`src/rtl/oursring_resp_ppln.sv`:
```
// rtl/oursring_resp_ppln.sv - B/R response register slice with inline 2-entry skid buffers (opt: OURSRING_RESP_PPLN_PERF_EN)

package pygmy_intf_typedef;
    typedef struct packed {
        logic [3:0]  bid;
        logic [1:0]  bresp;
    } oursring_resp_if_b_t;

    typedef struct packed {
        logic [3:0]  rid;
        logic [63:0] rdata;
        logic [1:0]  rresp;
        logic        rlast;
    } oursring_resp_if_r_t;

    localparam int RESP_B_W = $bits(oursring_resp_if_b_t);
    localparam int RESP_R_W = $bits(oursring_resp_if_r_t);
endpackage

module oursring_resp_ppln
    import pygmy_intf_typedef::*;
#(
    parameter int STALL_CNT_W = 16
) (
    input  logic                   clk,
    input  logic                   rstn,
    input  logic                   i_resp_if_bvalid,
    output logic                   i_resp_if_bready,
    input  logic [RESP_B_W-1:0]    i_resp_if_b,
    input  logic                   i_resp_if_rvalid,
    output logic                   i_resp_if_rready,
    input  logic [RESP_R_W-1:0]    i_resp_if_r,
    output logic                   o_resp_if_bvalid,
    input  logic                   o_resp_if_bready,
    output logic [RESP_B_W-1:0]    o_resp_if_b,
    output logic                   o_resp_if_rvalid,
    input  logic                   o_resp_if_rready,
    output logic [RESP_R_W-1:0]    o_resp_if_r
`ifdef OURSRING_RESP_PPLN_PERF_EN
    ,
    output logic [STALL_CNT_W-1:0] o_b_stall_cnt,
    output logic [STALL_CNT_W-1:0] o_r_stall_cnt
`endif
);

    logic                b_main_vld, b_skid_vld;
    logic [RESP_B_W-1:0] b_main_dat, b_skid_dat;
    logic                r_main_vld, r_skid_vld;
    logic [RESP_R_W-1:0] r_main_dat, r_skid_dat;
    logic                b_push, b_pop, r_push, r_pop;

    assign b_push = i_resp_if_bvalid & ~b_skid_vld;
    assign b_pop  = b_main_vld & o_resp_if_bready;
    assign r_push = i_resp_if_rvalid & ~r_skid_vld;
    assign r_pop  = r_main_vld & o_resp_if_rready;

    // Skid only fills while main is held; it drains into main before new input is taken.
    always_ff @(posedge clk or negedge rstn) begin
        if (!rstn) begin
            b_main_vld <= 1'b0;
            b_main_dat <= '0;
            b_skid_vld <= 1'b0;
            b_skid_dat <= '0;
        end else if (!b_main_vld || b_pop) begin
            if (b_skid_vld) begin
                b_main_vld <= 1'b1;
                b_main_dat <= b_skid_dat;
                b_skid_vld <= 1'b0;
            end else begin
                b_main_vld <= b_push;
                if (b_push) begin
                    b_main_dat <= i_resp_if_b;
                end
            end
        end else if (b_push) begin
            b_skid_vld <= 1'b1;
            b_skid_dat <= i_resp_if_b;
        end
    end

    always_ff @(posedge clk or negedge rstn) begin
        if (!rstn) begin
            r_main_vld <= 1'b0;
            r_main_dat <= '0;
            r_skid_vld <= 1'b0;
            r_skid_dat <= '0;
        end else if (!r_main_vld || r_pop) begin
            if (r_skid_vld) begin
                r_main_vld <= 1'b1;
                r_main_dat <= r_skid_dat;
                r_skid_vld <= 1'b0;
            end else begin
                r_main_vld <= r_push;
                if (r_push) begin
                    r_main_dat <= i_resp_if_r;
                end
            end
        end else if (r_push) begin
            r_skid_vld <= 1'b1;
            r_skid_dat <= i_resp_if_r;
        end
    end

    assign o_resp_if_bvalid = b_main_vld;
    assign o_resp_if_b      = b_main_dat;
    assign i_resp_if_bready = ~b_skid_vld;
    assign o_resp_if_rvalid = r_main_vld;
    assign o_resp_if_r      = r_main_dat;
    assign i_resp_if_rready = ~r_skid_vld;

`ifdef OURSRING_RESP_PPLN_PERF_EN
    logic [STALL_CNT_W-1:0] b_stall_cnt, r_stall_cnt;

    // Saturating counts of cycles where a beat is presented but not taken.
    always_ff @(posedge clk or negedge rstn) begin
        if (!rstn) begin
            b_stall_cnt <= '0;
            r_stall_cnt <= '0;
        end else begin
            if (b_main_vld && !o_resp_if_bready && (b_stall_cnt != '1)) begin
                b_stall_cnt <= b_stall_cnt + 1'b1;
            end
            if (r_main_vld && !o_resp_if_rready && (r_stall_cnt != '1)) begin
                r_stall_cnt <= r_stall_cnt + 1'b1;
            end
        end
    end

    assign o_b_stall_cnt = b_stall_cnt;
    assign o_r_stall_cnt = r_stall_cnt;
`endif

endmodule
```
`config.mk`:
```
export PLATFORM = sky130hd
export DESIGN_NAME = oursring_resp_ppln
export DESIGN_NICKNAME = d
export VERILOG_FILES = /design/src/rtl/oursring_resp_ppln.sv
export SDC_FILE = /design/constraint.sdc
export NUM_CORES = 1
export LEC_CHECK = 0
export CORE_ASPECT_RATIO = 0.8
export CORE_UTILIZATION = 35
export CTS_CLUSTER_SIZE = 8
export DETAILED_ROUTE_END_ITERATION = 16
export PLACE_DENSITY_LB_ADDON = 0.08
export SETUP_SLACK_MARGIN = 0.1
export SYNTH_ARGS = -nofsm -noshare
export SYNTH_HDL_FRONTEND = slang
export SYNTH_SLANG_ARGS = --single-unit
```
`constraint.sdc`:
```
create_clock -name clk -period 3.2 [get_ports clk]
set_clock_uncertainty 0.1 [all_clocks]
set_input_delay 0.64 -clock clk [delete_from_list [all_inputs] [get_ports clk]]
set_output_delay 0.64 -clock clk [all_outputs]
set_load 0.1 [all_outputs]
```
; ---- Yosys cells after proc, flatten, opt, wreduce, memory -nomap -nowiden
; Cells that the tools add are included.
[totals]
ff_bits = 158
inputBits = 83
out_inout_bits = 81
elab_cells = 38
[op_classes]
n_mux = 10
bitwise = 8
reduce_logical = 12
[op_table]
columns = op, count
row1 = $mux W71, 2
row2 = $mux W6, 2
row3 = $reduce_and A2 Y1, 4
row4 = $reduce_bool A2 Y1, 4
row5 = $mux W1, 6
row6 = $and A1 B1 Y1, 4
row7 = $not A1 Y1, 4
row8 = $logic_not A1 Y1, 2
row9 = $logic_or A1 B1 Y1, 2

; ---- Depth between registers and ports, before layout
[depth]
word_depth = 4
ltp_mapped = 5
depth_no_buf = 3

; ---- Worst setup path after synthesis
; OpenSTA, ideal clock, no wires.
[synth_path]
kind = register to register
start = reg r_main_vld (netlist: o_resp_if_rvalid)
end = reg r_skid_dat[0]
setup_time_ns = 0.125
t_arrival_ns = 1.900
required_time_ns = 2.975
slack_ns = 1.075
path_stages_with_launch = 6
synth_period_minus_slack_ns = 2.125
cell_sequence = dfrtp_1 -> nand2b_4 -> nor3b_2 -> buf_6 -> buf_12 -> mux2_4
[synth_via]
elab_chain_len = 4
[synth_lines]
columns = item, line
row1 = "start, declared", 48  ; logic r_main_vld, r_skid_vld;
row2 = "start signal, assigned", 93  ; r_main_vld <= r_push;
row3 = $and A1 B1 Y1 or $logic_not A1 Y1 (tied branches), "55, 87"
row4 = $logic_or A1 B1 Y1 *, 87  ; end else if (!r_main_vld || r_pop) begin
row5 = $not A1 Y1 (no line) *, n/a
row6 = $reduce_and A2 Y1 (no line) *, n/a
row7 = "end signal, assigned", 100  ; r_skid_dat <= i_resp_if_r;
row8 = "end, declared", 49  ; logic [RESP_R_W-1:0] r_main_dat, r_skid_dat;
; Every way passes the cells marked *; elsewhere a longest branch is shown, timed or not.
; A chain may end at the register's enable or synchronous reset.

; ---- Worst setup path in the final report
[layout_path]
start = reg r_skid_vld
end = out i_resp_if_rready
[layout_via]
elab_chain_len = 1
[layout_lines]
columns = item, line
row1 = "start, declared", 48
row2 = "start signal, assigned", 85  ; r_skid_vld <= 1'b0;
row3 = "start signal, assigned", 91  ; r_skid_vld <= 1'b0;
row4 = "start signal, assigned", 99  ; r_skid_vld <= 1'b1;
row5 = $not A1 Y1, 109  ; assign i_resp_if_rready = ~r_skid_vld;
row6 = "end, declared", 31  ; output logic i_resp_if_rready,
; No other way between the ends.

==> summary.txt <==
status: complete, no violations
vias in the first global route: 4402
nature of the critical path startpoint: flop
Setup Fix Bufs, Post-CTS: 0
worst-path cell chain: inv_1 > buf_4
maximum VDD drop: 0.438 mV
area occupied by multi-input gates: 2970 sq um
Worst R2R Start: r_skid_vld$_DFFE_PN0P_
Hold Path Class: primary input to async pin
vias per inst: 4.61
Mapped Cells: 429
Max FO, Critical Path: 37
clk_lat worst skew: 0.42 ns
Net Sw Frac: 40.9%
number of port buffers: 163
hpwl dp: 9.63 mm
WL/cell: 17.2 microns
share of layout cells above drive strength 1: 45.2%
normalized max-slew margin: 55.7%
CP Data Arrival Time: 1.61 ns
Seq. cell area: 3960 sq um
RSZ-0062 raised after global routing: false
switching power total: 0.00337 W
fillers: 1763
Synthesis Warnings: 0
Reg power frac: 33.4%
core area: 20000 sq um
setup TNS: 0 ns
final setup slack of the worst path: 0.848 ns
Clock Sinks: 158
Final Hold Fails: 0
Worst-Margin Slew: 0.663 ns
Reg2Reg Setup Slack: 0.98 ns
Max-cap violations: 0
endpoints failing setup: 0
final WL: 14.9 mm
Max clock buf depth: 2
Gate power share: 39.5%
std cell rows: 46
Post-CTS Hold Fix Bufs: 0
Internal: 0.00487 W
Tmin final: 2.35 ns
power per cell area: 870 nW/um^2
CP endpoint kind: output pin
Die ar.: 21300 sq um
initial core utilization: 36.1%
synthesized flop and latch total: 158
clock network fraction of total power: 27.0%
DR vias: 4009
Worst-path clk slew: 0.06 ns
clock root cell: clkbuf_16
n_diodes: 0
Worst Path Required: 2.46 ns
max-slew violations: 0
GRT Residual Overflow: 0
Worst path slowest cell: dfrtp_4
Worst R2R End: o_resp_if_r[51]$_DFFE_PN0P_
WHS: 0.0784 ns
Syn Nets: 512
crit-path max cell delay: 0.83 ns
top cells by area, synth: dfrtp_1 (55%), mux2_4 (15%), mux2_1 (13%), mux2_2 (12%), buf_12 (1.9%)
DIE WIDTH: 163 microns
drt initial violations: 139
Synth top area share: 54.6%
pin count of the biggest net entering global routing: 68
Die Height: 131 microns
register area share after synthesis: 54.6%
initial antenna violation count: 0
R2R depth: 4
htree depth: 4
dpl ws: 0.665 ns
CTS tree: done
Finished Core Util: 47.3%
Mean Syn Cell Area: 16.9 sq um
Final nets: 676
LEAKAGE: 4.13 nW
All-Layer GR Usage: 15.0%
Setup CP Type: flop to output pin
TritonRoute pass-1 iters: 4
CTS resizes: 0
num ports: 164
CTS buffer count: 17
Netlist cell types: 17
first-pass GRT wire length: 24.2 mm
synthesized area: 7240 sq um
Final GP Congestion: 0.690
post-route ant nets: 0
period utilization: 73.5%
largest area contributor in the netlist: dfrtp_1
drc violations: 0
Fmax: 0.425 GHz
P&R area growth vs syn: 30.8%
-- critical path: cells and delay by family (launching register included) --
kind                   cells  cell delay, ns
buffers and inverters      2            0.34
flip-flops                 1            0.83
-- per-layer routing --
layer	track usage (%)	vias to the layer above	share of wire, %
met5	0	-	0
met4	4.62	0	1.1
met3	4.80	10	6.0
met2	23.1	94	46
met1	20.1	2051	47
li1	-	1854	-
-- cell usage in the layout (no fill, tap or decap) --
master / Yosys / layout
buf_6: 10 / 1
nor2_1: 3 / 3
nand2b_4: 1 / 1
dfrtp_1: 158 / 157
buf_4: 7 / 84
bufinv_16: 0 / 5
nor2b_4: 0 / 1
mux2_4: 72 / 72
nand2_1: 2 / 2
clkinv_4: 0 / 1
nor3b_4: 1 / 2
inv_1: 2 / 2
nand2b_1: 1 / 1
clkinvlp_4: 0 / 3
mux2_1: 82 / 82
clkbuf_1: 0 / 3
nor2b_1: 2 / 1
buf_12: 7 / 5
dfrtp_4: 0 / 1
nor2_2: 1 / 1
mux2_2: 77 / 77
clkdlybuf4s50_1: 0 / 81
clkbuf_16: 0 / 17
inv_6: 0 / 3
-- kinds of logic (layout without fill, tap and decap cells) --
family	Yosys count	after routing	synth area share [%]
mux	231	231	39.7
flops	158	158	54.6
simple gates	12	12	1.23
buf+inv	28	205	4.46
-- synthesized netlist by cell type, drive strengths merged --
cell type,count
mux2,231
nor3b,2
nor2,4
dfrtp,158
inv,2
nand2,2
nor2b,2
nand2b,2
buf,26
-- how the worst max path moves through the flow --
| stage | depth (start not counted) | end | slack (ns) | startpoint |
|---|---|---|---|---|
| global route | 2 | i_resp_if_rready | 0.78 | r_skid_vld$_DFFE_PN0P_ |
| global placement | 5 | r_skid_dat[70]$_DFFE_PN0P_ | 0.75 | o_resp_if_rready |
| CTS | 2 | i_resp_if_rready | 0.81 | r_skid_vld$_DFFE_PN0P_ |
| floorplan | 5 | r_skid_dat[0]$_DFFE_PN0P_ | 1.08 | o_resp_if_rvalid$_DFFE_PN0P_ |
| finish | 2 | i_resp_if_rready | 0.85 | r_skid_vld$_DFFE_PN0P_ |
| detailed placement | 4 | o_resp_if_b[1]$_DFFE_PN0P_ | 0.66 | o_resp_if_bready |
-- sequential cells by signal (all words and copies together) (netlist names) --
signal,flops
r_skid_vld,1
o_resp_if_r,71
b_skid_dat,6
r_skid_dat,71
b_skid_vld,1
o_resp_if_b,6
o_resp_if_rvalid,1
o_resp_if_bvalid,1
-- power groups by stage --
stage,clock network (W),registers (W),logic [W]
2_1_floorplan,0,0.00449,0.000830
3_5_place_dp,0,0.00278,0.00329
6_report,0.00222,0.00276,0.00326
5_1_grt,0.00238,0.00282,0.00338
4_1_cts,0.00230,0.00276,0.00329
3_3_place_gp,0,0.00278,0.00325
-- stage by stage --
stage                     power (W)  area, sq um  std cells
after floorplan             0.00532         7240        429
after global placement      0.00603         8820        838
after detailed placement    0.00607         8820        838
after CTS                   0.00835         9470        870
after global routing        0.00858         9470        870
final                       0.00824         9470        870
-- final cells by class --
type	count	area share (%)
inverter	2	0.0793
clock buffer	20	4.61
timing repair buffer	171	16.4
multi-input combinational	243	31.4
sequential	158	41.8
clock inverter	12	2.19
tap	264	3.49
Note: power is estimated with default switching activity, not from simulation.
